**src/rtl/reflet_mem_defs.sv**
```systemverilog
// Shared definitions for the reflet memory path: access size codes, FSM
// state encodings and the effective-access-width helper.
package reflet_mem_defs;

    localparam logic [1:0] SZ_FULL = 2'b00;
    localparam logic [1:0] SZ_32   = 2'b01;
    localparam logic [1:0] SZ_16   = 2'b10;
    localparam logic [1:0] SZ_8    = 2'b11;

    typedef enum logic [2:0] {
        ST_IDLE,
        ST_RD,
        ST_CAP,
        ST_WR,
        ST_ACK
    } mem_state_t;

    // A reduced size that is not narrower than the word collapses to a full word.
    function automatic logic [5:0] eff_bytes(input logic [1:0] size, input logic [5:0] wbytes);
        logic [5:0] b;
        case (size)
            SZ_32:   b = 6'd4;
            SZ_16:   b = 6'd2;
            SZ_8:    b = 6'd1;
            default: b = wbytes;
        endcase
        if (b > wbytes) b = wbytes;
        return b;
    endfunction

endpackage

```
**src/rtl/reflet_subword_mem_if.sv**
```systemverilog
// CPU-side request/acknowledge bus of the sub-word memory unit.
interface reflet_subword_mem_if #(
    parameter int wordsize = 16
);
    logic                cpu_req;
    logic                cpu_write;
    logic                cpu_signed;
    logic [1:0]          cpu_size;
    logic [wordsize-1:0] cpu_addr;
    logic [wordsize-1:0] cpu_wdata;
    logic [wordsize-1:0] cpu_rdata;
    logic                cpu_ack;
    logic                cpu_misalign;
    logic [5:0]          pop_offset;

    modport master (
        output cpu_req, cpu_write, cpu_signed, cpu_size, cpu_addr, cpu_wdata,
        input  cpu_rdata, cpu_ack, cpu_misalign, pop_offset
    );

    modport slave (
        input  cpu_req, cpu_write, cpu_signed, cpu_size, cpu_addr, cpu_wdata,
        output cpu_rdata, cpu_ack, cpu_misalign, pop_offset
    );
endinterface

```
**src/rtl/reflet_lane_mux.sv**
```systemverilog
// Byte-lane datapath: extracts and extends a lane from a word for loads,
// and merges store data into a lane while preserving the other bytes.
module reflet_lane_mux #(
    parameter int wordsize = 16
) (
    input  logic [wordsize-1:0] word,
    input  logic [wordsize-1:0] lane_data,
    input  logic [5:0]          offset,
    input  logic [5:0]          eb,
    input  logic                is_signed,
    output logic [wordsize-1:0] ext_data,
    output logic [wordsize-1:0] merged
);
    localparam int WBYTES = wordsize / 8;

    logic [wordsize-1:0] down;
    logic [wordsize-1:0] up;
    logic                sign;

    assign down = word >> {offset, 3'b000};
    assign up   = lane_data << {offset, 3'b000};

    // Sign source is the MSB of the topmost byte of the lane.
    always_comb begin
        sign = 1'b0;
        for (int i = 0; i < WBYTES; i++) begin
            if (6'(i + 1) == eb) sign = is_signed & down[8*i+7];
        end
    end

    genvar gi;
    generate
        for (gi = 0; gi < WBYTES; gi++) begin : g_byte
            localparam logic [5:0] IDX = 6'(gi);
            assign merged[8*gi +: 8]   = (IDX >= offset && IDX < offset + eb) ?
                                         up[8*gi +: 8] : word[8*gi +: 8];
            assign ext_data[8*gi +: 8] = (IDX < eb) ? down[8*gi +: 8] : {8{sign}};
        end
    endgenerate

endmodule

```
**src/rtl/reflet_subword_mem.sv**
```systemverilog
// Memory access unit: sequences full-word and sub-word loads/stores to a
// single RAM port, doing read-modify-write for sub-word stores.
module reflet_subword_mem
    import reflet_mem_defs::*;
#(
    parameter int wordsize = 16
) (
    input  logic                  clk,
    input  logic                  reset,
    reflet_subword_mem_if.slave   cpu,
    output logic [wordsize-1:0]   ram_addr,
    output logic                  ram_en,
    output logic                  ram_write_en,
    output logic [wordsize-1:0]   ram_wdata,
    input  logic [wordsize-1:0]   ram_rdata
);
    localparam int         WBYTES = wordsize / 8;
    localparam int         WB_LOG = $clog2(WBYTES);
    localparam logic [5:0] WB6    = 6'(WBYTES);

    mem_state_t          state_reg, state_next;
    logic [5:0]          addr_lo_reg;
    logic [1:0]          size_reg;
    logic                signed_reg, write_reg, misalign_reg;
    logic [wordsize-1:0] wdata_reg, rdata_reg, ram_wdata_reg, ram_addr_reg;

    logic [5:0]          req_eb, cur_eb, cur_off;
    logic                req_full_store, req_misalign, accept;
    logic [wordsize-1:0] lane_ext, lane_merged;

    assign req_eb         = eff_bytes(cpu.cpu_size, WB6);
    assign cur_eb         = eff_bytes(size_reg, WB6);
    assign cur_off        = addr_lo_reg & (WB6 - 6'd1) & ~(cur_eb - 6'd1);
    assign req_full_store = cpu.cpu_write && (req_eb == WB6);
    assign req_misalign   = (cpu.cpu_addr[5:0] & (req_eb - 6'd1)) != 6'd0;
    assign accept         = (state_reg == ST_IDLE) && cpu.cpu_req;

    assign cpu.pop_offset = req_eb;
    assign cpu.cpu_rdata  = rdata_reg;
    assign ram_addr       = ram_addr_reg;
    assign ram_wdata      = ram_wdata_reg;

    reflet_lane_mux #(.wordsize(wordsize)) u_lane_mux (
        .word      (ram_rdata),
        .lane_data (wdata_reg),
        .offset    (cur_off),
        .eb        (cur_eb),
        .is_signed (signed_reg),
        .ext_data  (lane_ext),
        .merged    (lane_merged)
    );

    always_ff @(posedge clk) begin
        if (!reset) state_reg <= ST_IDLE;
        else        state_reg <= state_next;
    end

    always_comb begin
        state_next       = state_reg;
        ram_en           = 1'b0;
        ram_write_en     = 1'b0;
        cpu.cpu_ack      = 1'b0;
        cpu.cpu_misalign = 1'b0;
        case (state_reg)
            ST_IDLE: if (cpu.cpu_req) state_next = req_full_store ? ST_WR : ST_RD;
            ST_RD: begin
                ram_en     = 1'b1;
                state_next = ST_CAP;
            end
            ST_CAP:  state_next = write_reg ? ST_WR : ST_ACK;
            ST_WR: begin
                ram_en       = 1'b1;
                ram_write_en = 1'b1;
                state_next   = ST_ACK;
            end
            ST_ACK: begin
                cpu.cpu_ack      = 1'b1;
                cpu.cpu_misalign = misalign_reg;
                state_next       = ST_IDLE;
            end
            default: state_next = ST_IDLE;
        endcase
    end

    always_ff @(posedge clk) begin
        if (!reset) begin
            addr_lo_reg   <= '0;
            size_reg      <= SZ_FULL;
            signed_reg    <= 1'b0;
            write_reg     <= 1'b0;
            misalign_reg  <= 1'b0;
            wdata_reg     <= '0;
            rdata_reg     <= '0;
            ram_wdata_reg <= '0;
            ram_addr_reg  <= '0;
        end else begin
            if (accept) begin
                addr_lo_reg  <= cpu.cpu_addr[5:0];
                size_reg     <= cpu.cpu_size;
                signed_reg   <= cpu.cpu_signed;
                write_reg    <= cpu.cpu_write;
                misalign_reg <= req_misalign;
                wdata_reg    <= cpu.cpu_wdata;
                ram_addr_reg <= cpu.cpu_addr >> WB_LOG;
                if (req_full_store) ram_wdata_reg <= cpu.cpu_wdata;
            end
            // RAM word is valid here; stores merge, loads update the result.
            if (state_reg == ST_CAP) begin
                if (write_reg) ram_wdata_reg <= lane_merged;
                else           rdata_reg     <= lane_ext;
            end
        end
    end

endmodule

```
**src/flat_wrapper.sv**
```systemverilog
// flat-port wrapper written by rule: the top's interface ports become plain ports
module reflet_subword_mem_flat import reflet_mem_defs::*;
#(
    parameter int wordsize = 16
)
  (clk, reset, ram_addr, ram_en, ram_write_en, ram_wdata, ram_rdata, cpu_cpu_req, cpu_cpu_write, cpu_cpu_signed, cpu_cpu_size, cpu_cpu_addr, cpu_cpu_wdata, cpu_cpu_rdata, cpu_cpu_ack, cpu_cpu_misalign, cpu_pop_offset);
  reflet_subword_mem_if #(.wordsize(wordsize)) cpu_i ();
  input  logic clk;
  input  logic reset;
  output logic [wordsize-1:0] ram_addr;
  output logic ram_en;
  output logic ram_write_en;
  output logic [wordsize-1:0] ram_wdata;
  input  logic [wordsize-1:0] ram_rdata;
  input wire logic [$bits(cpu_i.cpu_req)-1:0] cpu_cpu_req;
  input wire logic [$bits(cpu_i.cpu_write)-1:0] cpu_cpu_write;
  input wire logic [$bits(cpu_i.cpu_signed)-1:0] cpu_cpu_signed;
  input wire logic [$bits(cpu_i.cpu_size)-1:0] cpu_cpu_size;
  input wire logic [$bits(cpu_i.cpu_addr)-1:0] cpu_cpu_addr;
  input wire logic [$bits(cpu_i.cpu_wdata)-1:0] cpu_cpu_wdata;
  output wire logic [$bits(cpu_i.cpu_rdata)-1:0] cpu_cpu_rdata;
  output wire logic [$bits(cpu_i.cpu_ack)-1:0] cpu_cpu_ack;
  output wire logic [$bits(cpu_i.cpu_misalign)-1:0] cpu_cpu_misalign;
  output wire logic [$bits(cpu_i.pop_offset)-1:0] cpu_pop_offset;
  assign cpu_i.cpu_req = cpu_cpu_req;
  assign cpu_i.cpu_write = cpu_cpu_write;
  assign cpu_i.cpu_signed = cpu_cpu_signed;
  assign cpu_i.cpu_size = cpu_cpu_size;
  assign cpu_i.cpu_addr = cpu_cpu_addr;
  assign cpu_i.cpu_wdata = cpu_cpu_wdata;
  assign cpu_cpu_rdata = cpu_i.cpu_rdata;
  assign cpu_cpu_ack = cpu_i.cpu_ack;
  assign cpu_cpu_misalign = cpu_i.cpu_misalign;
  assign cpu_pop_offset = cpu_i.pop_offset;
  reflet_subword_mem #(.wordsize(wordsize)) u_core (.clk(clk), .reset(reset), .cpu(cpu_i), .ram_addr(ram_addr), .ram_en(ram_en), .ram_write_en(ram_write_en), .ram_wdata(ram_wdata), .ram_rdata(ram_rdata));
endmodule
```
**config.mk**
```make
export PLATFORM = sky130hd
export DESIGN_NAME = reflet_subword_mem_flat
export DESIGN_NICKNAME = d
export VERILOG_FILES = /design/src/rtl/reflet_mem_defs.sv /design/src/rtl/reflet_subword_mem_if.sv /design/src/rtl/reflet_lane_mux.sv /design/src/rtl/reflet_subword_mem.sv /design/src/flat_wrapper.sv
export SDC_FILE = /design/constraint.sdc
export NUM_CORES = 1
export LEC_CHECK = 0
export ABC_CLOCK_PERIOD_IN_PS = 3000
export BUFFER_PORTS_ARGS = -buffer_cell sky130_fd_sc_hd__buf_2
export CAP_MARGIN = 20
export CORE_UTILIZATION = 51
export CTS_BUF_LIST = sky130_fd_sc_hd__clkbuf_2 sky130_fd_sc_hd__clkbuf_4 sky130_fd_sc_hd__clkbuf_8
export CTS_CLUSTER_DIAMETER = 60
export CTS_CLUSTER_SIZE = 14
export DETAILED_ROUTE_END_ITERATION = 16
export PLACE_DENSITY = 0.89
export SYNTH_ARGS = -nofsm -noshare
export SYNTH_HDL_FRONTEND = slang
export SYNTH_SLANG_ARGS = --single-unit
```
**constraint.sdc**
```tcl
create_clock -name clk -period 3 [get_ports clk]
set_input_delay 0.45 -clock clk [delete_from_list [all_inputs] [get_ports clk]]
set_output_delay 0.45 -clock clk [all_outputs]
set_load 0.02 [all_outputs]
```
=== After elaboration in Yosys (flattened, before gate mapping) ===
Cells that the tools add are included.

* Register bits after elaboration: 72
* Bits in latches: 0
* Bits in writable memories: 0
* ROM bits: 0
* Bits of input ports: 55
* Output and inout bits: 58
* Logic and storage cells: 71
* Memories: 0

* Add/sub/neg operators: 3
* $mul: 0
* Divide/modulo/power cells: 0
* $lt $le $gt $ge: 8
* Equal/unequal tests: 12
* Shifts and indexed selects: 2
* Mux-type cells: 22
* Bitwise logic cells: 6
* Reductions and logical operators: 8

{| class="wikitable"
|+ Operators by type and width
! operator !! number
|-
| 16-bit 2-to-1 mux || 4
|-
| 8-bit 2-to-1 mux || 4
|-
| 1-bit by 6-bit less-than comparator with 1-bit output (first input constant) || 4
|-
| 16-bit by 9-bit << shifter with 16-bit output || 1
|-
| 16-bit by 9-bit right shift with 16-bit output || 1
|-
| 1-bit by 6-bit greater-or-equal comparator with 1-bit output (first input constant) || 2
|-
| 3-bit one-hot mux with 2 select lines || 2
|-
| 3-bit one-hot mux with 4 select lines || 1
|-
| 3-bit 2-to-1 mux || 3
|-
| 6-bit adder || 1
|-
| 1-bit by 6-bit AND with 6-bit output || 1
|-
| 6-bit AND || 1
|-
| 1-bit by 6-bit == test with 1-bit output (first input constant) || 1
|-
| 2-bit by 6-bit == test with 1-bit output (first input constant) || 1
|-
| 3-bit by 2-bit == test with 1-bit output (second input constant) || 2
|-
| 6-bit by 2-bit == test with 1-bit output (second input constant) || 1
|-
| 3-bit by 2-bit > comparator with 1-bit output (second input constant) || 2
|-
| 1-bit 2-to-1 mux || 6
|-
| 6-bit 2-to-1 mux || 1
|-
| 6-bit NOT || 1
|-
| 6-bit nonzero test || 1
|-
| 6-bit by 1-bit subtractor with 6-bit output (second input constant) || 1
|-
| 2-bit by 1-bit == test with 1-bit output (second input constant) || 2
|-
| 2-bit == test (second input constant) || 2
|-
| other kinds (11) || 15
|}

=== Logic depth before layout (Yosys ltp) ===
Gate-level depths: netlist (run 1).

* Word-level depth: 13
* Gate-level depth with buffers: 9
* Depth with buffers taken out: 7

=== Cells and area by module ===
Synthesis (run 1) repeated with hierarchy kept, for this count alone.

* Cell total of the unflattened synthesis: 450
* Area, all modules: 3804.9 um^2

{| class="wikitable"
|+ By module, submodules not included
! module !! times used !! cells an instance !! area each (um^2) !! sequential area each (um^2)
|-
| reflet_subword_mem || 1 || 363 || 3022.9 || 1441.4
|-
| reflet_lane_mux || 1 || 87 || 782.0 || 0.0
|}

=== Worst setup path before layout (run 1) ===
Ideal clock, no wire load.

* Path type: flip-flop to flip-flop
* Start point: register u_core.size_reg[1]
* End point: register u_core.ram_wdata_reg[14] (netlist: u_core.ram_wdata[14])
* Library setup time: 0.092 ns
* Data arrival time: 1.991 ns
* Required time: 2.908 ns
* Path slack: 0.917 ns
* Stages on the path, launching flop included: 10
* Path buffers: 3
* Clock period less this slack: 2.083 ns
* Path through: dfxtp_1 -> nand3_2 -> inv_2 -> buf_6 -> ha_1 -> or2_2 -> clkbuf_1 -> clkbuf_1 -> and3_1 -> o32ai_1

* Word-level cells in the longest chain between the ends: 13
* Elaborated cells on any way between the ends: 16
* Those cells by class: add/sub: 2; order compare: 3; eq/ne: 2; shift: 1; mux: 5; bitwise: 2; reduce/logical: 1

{| class="wikitable"
|+ RTL lines
! what !! RTL line !! text
|-
| start, declared || reflet_subword_mem.sv:23 || <nowiki>logic [1:0] size_reg;</nowiki>
|-
| start signal, assigned || reflet_subword_mem.sv:99 || <nowiki>size_reg <= cpu.cpu_size;</nowiki>
|-
| 2-bit == test or 2-bit by 1-bit == test with 1-bit output (tied branches) || reflet_mem_defs.sv:21 || <nowiki>case (size)</nowiki>
|-
| 3-bit one-hot mux with 2 select lines (*) || reflet_mem_defs.sv:21 ||
|-
| 3-bit by 2-bit > comparator with 1-bit output || reflet_mem_defs.sv:27 || <nowiki>if (b > wbytes) b = wbytes;</nowiki>
|-
| 3-bit 2-to-1 mux (*) || reflet_mem_defs.sv:27 ||
|-
| 3-bit by 1-bit subtractor with 4-bit output || reflet_subword_mem.sv:33 || <nowiki>assign cur_off = addr_lo_reg & (WB6 - 6'd1) & ~(cur_eb - 6'd1);</nowiki>
|-
| 6-bit NOT || reflet_subword_mem.sv:33 ||
|-
| 1-bit by 6-bit AND with 6-bit output || reflet_subword_mem.sv:33 ||
|-
| 6-bit adder || reflet_lane_mux.sv:35 || <nowiki>assign merged[8*gi +: 8] = (IDX >= offset && IDX < offset + eb) ?</nowiki>
|-
| 1-bit by 6-bit less-than comparator with 1-bit output || reflet_lane_mux.sv:35 ||
|-
| 1-bit logical AND || reflet_lane_mux.sv:35 ||
|-
| 8-bit 2-to-1 mux (*) || reflet_lane_mux.sv:35 ||
|-
| 16-bit 2-to-1 mux (*) || reflet_subword_mem.sv:109 || <nowiki>if (write_reg) ram_wdata_reg <= lane_merged;</nowiki>
|-
| 16-bit 2-to-1 mux (*) || reflet_subword_mem.sv:108 || <nowiki>if (state_reg == ST_CAP) begin</nowiki>
|-
| end signal, assigned || reflet_subword_mem.sv:105 || <nowiki>if (req_full_store) ram_wdata_reg <= cpu.cpu_wdata;</nowiki>
|-
| end signal, assigned || reflet_subword_mem.sv:109 ||
|-
| end, declared || reflet_subword_mem.sv:25 || <nowiki>logic [wordsize-1:0] wdata_reg, rdata_reg, ram_wdata_reg, ram_addr_reg;</nowiki>
|}

Every way passes the cells marked *; elsewhere a longest branch is shown, timed or not.
A chain may end at the register's enable or synchronous reset.

=== Worst setup path after layout (run 1) ===
* Start point: register u_core.size_reg[0]
* End point: register u_core.ram_wdata_reg[4] (netlist: u_core.ram_wdata[4])

The elaborated chain is that of the path after synthesis.

==> results.md, run 1 <==
* Cell accounting for the most synthesized area: dfxtp_1
* Hold Path End: u_core.ram_addr[13]$_SDFFE_PN0N_
* Final min period at ~2500 ps
* Hold_ws at 340 ps
* Clock Skew at about 5.0 ps
* Layout cell share with drive strength beyond 1 at 0.287
* Die Height at 81.4 microns
* Post-Syn Area per Cell at approximately 8.6 sq um
* Die Area at 0.00662 sq mm
* Cells after Synth at 374
* Ys async rst share at 0
* Flops & latches, synth at 72
* Worst vdd ir at 0.401 mV
* Total gr overflow at 0
* Outcome: complete, no violations
* Antenna viol nets, final at 0
* Core area at 0.00599 sq mm
* Tcrit/Tclk final at 0.831
* Hold path startpoint: cpu_cpu_addr[14]
* Mapped cell area at 0.00321 sq mm
* WS Path Type: reg2reg
* CTS-repair resized insts at 0
* Clock Tree Buf Depth at 2
* Data required, critical path at ~3200 ps
* Register-to-Register Path Depth at 7
* H-tree depth at 3
* Unique cell type count in the Yosys netlist at 36
* Antenna violations before repair at 0
* Worst Path Arrival at between 2000 and 3000 ps
* Rows at 28
* Vias at 3046
* Total wire length at 8640 microns
* Pwr Density at 633 mW/mm^2
* Chip width at 81.4 microns
* Placed Instances at 536
* Yosys warns at 0
* Hold buffers post-CTS at 0
* Final WS setup at 508 ps
* Setup TNS at 0 ps
* GPL Wtd Cong at roughly 0.90
* RSZ-0062 raised after global routing: no
* Sequential share of the synthesized area at 0.449
* Leakage at 1.89 nW
* Worst-Skew Late Latency at 350 ps
* CTS Sinks at just over 70
* Dpl hpwl at 5980 microns
* Worst Tran Pin Value at about 650 ps
* First-pass DRT Iterations at 7
* WL/cell at 15.6 microns
* Global-route wire length before repair at roughly 13000 microns
* N_diodes at 0
* Final setup violation count at 0
* HP Class: in2reg
* Area growth, synth to finish at 22.8%
* Number of flops mapped to enable cells by yosys at 0
* Final Non-Filler Cells at ~550
* Residual DRC at 0
* Most common cell in the netlist: nand2_1
* CTS buffer count at 9
* Tot GR Track Use at 0.270
* CTS root buffer: clkbuf_8
* Ranking of synthesized cells by area: dfxtp_1, nand2_1, a21boi_0
* Critical Path End Type: register
* Startpoint Class: register
* Ys flop type: dfxtp_1
* Nets at 528
* Flop2flop setup slack at 510 ps
* R2r startpoint: u_core.size_reg[0]$_SDFFE_PN0N_
* Largest net degree at the start of global routing at 45
* Total Power at roughly 2.5 mW
* Starting Density at 0.536
* Reg2reg end: u_core.ram_wdata[4]$_SDFF_PN0_
* Synth top area share at 0.449
* CTS tree: built
* Initial detailed-routing violation count at between 300 and 400
* Max cap viols at 0
* Dpl ws at 622 ps
* DR vias/cell at ~5.5
* Synth top cells by count: nand2_1, dfxtp_1, a21boi_0
* Max_slew headroom at 0.564
* Slew Limit Fails at 0
* Post-CTS setup repair buffer count at 0
* I/O pin total at 113
* Fin. Hold Viols at 0
* Crit Path Max Fanout at 18
* IO buf count at 107
* Vias in the first global route at 2725
* WHS Path Cells at 3
* Clk pin slew, worst setup/hold paths at 80 ps
* Highest Clock Rate at 401 MHz
[where the power goes]
part | leakage (nW) | internal [mW] | switching, mW | total, mW
registers | 0.589 | 1.04 | 0.0621 | 1.11
logic | 1.19 | 0.174 | 0.292 | 0.466
clock network | 0.120 | 0.559 | 0.367 | 0.926
[routing by layer]
metal | GRT usage | up-vias | share of wire
met5 | 0 | - | 0
met4 | 0.129 | 0 | 0.023
met3 | 0.0449 | 24 | 0.074
met2 | 0.414 | 150 | 0.48
met1 | 0.366 | 1412 | 0.42
li1 | - | 1460 | -
[critical path: stages (launching register included)]
cell	delay, ps
dfxtp_1	410
nand3_2	330
inv_2	370
ha_1	220
nor2_1	60
a21oi_2	520
mux2i_1	300
o22ai_1	130
[through the flow]
stage | area (sq um) | util
3_5_place_dp | 3710 | 0.619
2_1_floorplan | 3230 | -
4_1_cts | 3950 | 0.659
5_1_grt | 3950 | 0.659
6_report | 3950 | 0.659
3_3_place_gp | 3710 | 0.619
[layout make-up]
class                   count  area (sq um)
clock buffers              10           131
repair buffers            112           573
inverters                   3          11.3
clock inverters             6           108
multi-input cells         274          1590
well taps                  75          93.8
flip-flops and latches     72          1440
fillers                   511          2050
[cell usage in the layout (no fill, tap or decap), drive strengths merged, types with 2 or more instances in the layout]
master / instances
o21ai: 18
bufinv: 3
o32ai: 8
and3: 9
inv: 3
a21boi: 37
conb: 5
o22ai: 8
nor2b: 2
mux2i: 26
a21oi: 9
clkbuf: 10
clkinv: 2
nand2: 116
nor4b: 2
and2: 2
nand3: 4
buf: 112
dfxtp: 72
a31oi: 8
or2: 2
nor2: 11
[worst max path at each step]
stage,start,end,slack (ps)
6_report,u_core.size_reg[0]$_SDFFE_PN0N_,u_core.ram_wdata[4]$_SDFF_PN0_,510
5_1_grt,u_core.size_reg[1]$_SDFFE_PN0N_,u_core.ram_wdata[4]$_SDFF_PN0_,310
4_1_cts,u_core.size_reg[1]$_SDFFE_PN0N_,u_core.ram_wdata[4]$_SDFF_PN0_,540
3_5_place_dp,u_core.size_reg[1]$_SDFFE_PN0N_,u_core.ram_wdata[5]$_SDFF_PN0_,620
3_3_place_gp,u_core.size_reg[1]$_SDFFE_PN0N_,u_core.ram_wdata[0]$_SDFF_PN0_,740
2_1_floorplan,u_core.size_reg[1]$_SDFFE_PN0N_,u_core.ram_wdata[14]$_SDFF_PN0_,920
[logic make-up after synthesis]
| family | synth area share |
|---|---|
| flip-flops | 0.449 |
| buffers and inverters | 0.0619 |
| AND/OR/NAND/NOR | 0.215 |
| other | 0.00117 |
| AO/OA/AOI/OAI | 0.188 |
| adder cells (fa/ha/maj) | 0.00389 |
| multiplexers | 0.0810 |
(Power assumes the default switching activity.)
==> inputs of run 2 (changes only) <==
--- a/config.mk
+++ b/config.mk
@@ -5,15 +5,15 @@
 export SDC_FILE = /design/constraint.sdc
 export NUM_CORES = 1
 export LEC_CHECK = 0
-export ABC_CLOCK_PERIOD_IN_PS = 3000
+export ABC_CLOCK_PERIOD_IN_PS = 2100
 export BUFFER_PORTS_ARGS = -buffer_cell sky130_fd_sc_hd__buf_2
 export CAP_MARGIN = 20
-export CORE_UTILIZATION = 51
+export CORE_UTILIZATION = 46
 export CTS_BUF_LIST = sky130_fd_sc_hd__clkbuf_2 sky130_fd_sc_hd__clkbuf_4 sky130_fd_sc_hd__clkbuf_8
 export CTS_CLUSTER_DIAMETER = 60
 export CTS_CLUSTER_SIZE = 14
 export DETAILED_ROUTE_END_ITERATION = 16
-export PLACE_DENSITY = 0.89
+export PLACE_DENSITY = 0.86
 export SYNTH_ARGS = -nofsm -noshare
 export SYNTH_HDL_FRONTEND = slang
 export SYNTH_SLANG_ARGS = --single-unit
==> constraint.sdc (replaced) <==
create_clock -name clk -period 2.1 [get_ports clk]
set_input_delay 0.315 -clock clk [delete_from_list [all_inputs] [get_ports clk]]
set_output_delay 0.315 -clock clk [all_outputs]
set_load 0.02 [all_outputs]
==> results.md, run 2 (synthesis gave the netlist of run 1 again) <==
* Worst vdd ir at 0.457 mV
* CTS Sinks at a little over 70
* Total gr overflow at 0
* Largest net degree at the start of global routing at 55
* Multi-input gate area at 0.00159 sq mm
* H-tree depth at 3
* Total wire length at a little under 9000 microns
* Clock Skew at 5.89 ps
* I/O pin total at approximately 110
* HP Class: in2reg
* Antenna violations before repair at 0
* Dpl hpwl at 6120 microns
* Clk pin slew, worst setup/hold paths at 80 ps
* Post-DP Area at 0.00374 sq mm
* Antenna viol nets, final at 0
* Max_slew headroom at 0.594
* Max cap viols at 0
* Fillers at 592
* Final setup violation count at 0
* Flop2flop setup slack at approximately 170 ps
* CTS-repair resized insts at 0
* WL/cell at ~16 microns
* Rows at 30
* Starting Density at 0.475
* Vias at 3060
* First-pass DRT Iterations at 5
* Critical Path End Type: register
* Placed Instances at ~550
* Highest Clock Rate at 518 MHz
* Chip width at around 86 microns
* IO buf count at 107
* Crit Path Max Fanout at 16
* Sequential cell area at between 0.001 and 0.0015 sq mm
* Fin. Hold Viols at 0
* Vias in the first global route at 2852
* Design area at a little under 0.004 sq mm
* Startpoint Class: register
* Data required, critical path at 2340 ps
* WS Path Type: reg2reg
* Die Area at 0.00732 sq mm
* Layout cell share with drive strength beyond 1 at 0.293
* Worst Tran Pin Value at around 610 ps
* Hold buffers post-CTS at 0
* Most common cell after layout, fill and taps aside: nand2_1
* Die Height at 85.6 microns
* Final WS setup at 168 ps
* Pwr Density at 873 mW/mm^2
* Dpl ws at between 150 and 200 ps
* Global-route wire length before repair at 13900 microns
* Outcome: complete, no violations
* Worst-Skew Late Latency at between 300 and 400 ps
* CTS root buffer: clkbuf_8
* Final Non-Filler Cells at between 500 and 600
* Tot GR Track Use at 0.245
* Leakage at ~1.9 nW
* Worst Path Arrival at around 2200 ps
* Clock Tree Buf Depth at 2
* Tcrit/Tclk final at 0.920
* Area growth, synth to finish at 23.4%
* Post-CTS setup repair buffer count at 0
* Residual DRC at 0
* Slew Limit Fails at 0
* Most frequent cells in the layout: nand2_1, buf_2, dfxtp_1
* N_diodes at 0
* Initial detailed-routing violation count at 180
* Total Power at 3.46 mW
* RSZ-0062 raised after global routing: no
* Final min period at slightly below 2000 ps
* Setup TNS at 0 ps
* Nets at 532
* DR vias/cell at 5.45
* CTS tree: built
* Core area at 0.00676 sq mm
* CTS buffer count at 9
* GPL Wtd Cong at around 0.86
[run 2: changes by cell type in the layout (fill, tap and decap cells not counted), sizes merged]
cell	before	now
buf	112	116
bufinv	3	2
clkbuf	10	11
[run 2: layout make-up]
| type | count | area share |
|---|---|---|
| multi-input combinational | 274 | 0.400 |
| sequential | 72 | 0.364 |
| timing repair buffer | 116 | 0.152 |
| clock buffer | 11 | 0.0350 |
| tap | 80 | 0.0253 |
| clock inverter | 5 | 0.0205 |
| inverter | 3 | 0.00284 |
[run 2: final timing paths]
| kind | end | cells past startpoint | start |
|---|---|---|---|
| worst min-delay path | u_core.ram_addr[8]$_SDFFE_PN0N_ | 3 | cpu_cpu_addr[9] |
| worst max register to register | u_core.ram_wdata[10]$_SDFF_PN0_ | 5 | u_core.size_reg[1]$_SDFFE_PN0N_ |
| worst max-delay path | u_core.ram_wdata[10]$_SDFF_PN0_ | 5 | u_core.size_reg[1]$_SDFFE_PN0N_ |
| worst min register to register | u_core.ram_addr[8]$_SDFFE_PN0N_ | 2 | u_core.ram_addr[8]$_SDFFE_PN0N_ |
[run 2: power by group]
group	internal, mW	switching [mW]	total (mW)
registers	1.49	0.0911	1.58
logic	0.253	0.413	0.666
clock network	0.696	0.515	1.21
[run 2: worst max-delay path, stage by stage (launching register included)]
cell	delay (ps)
dfxtp_1	410
nand2_2	180
ha_1	350
or2_2	410
and3_1	200
o32ai_1	280
[run 2: through the flow]
step,hold slack (ps),util
floorplan,436,-
global route,204,0.586
detailed placement,454,0.554
finish,213,0.586
CTS,200,0.586
global placement,443,0.554
[run 2: metal layers]
metal / share of wire / routed length (microns) / track usage
met1: 0.42 / 3630 / 0.310
met3: 0.077 / 670 / 0.0510
met4: 0.026 / 224 / 0.112
met5: 0 / 0 / 0
met2: 0.48 / 4170 / 0.404
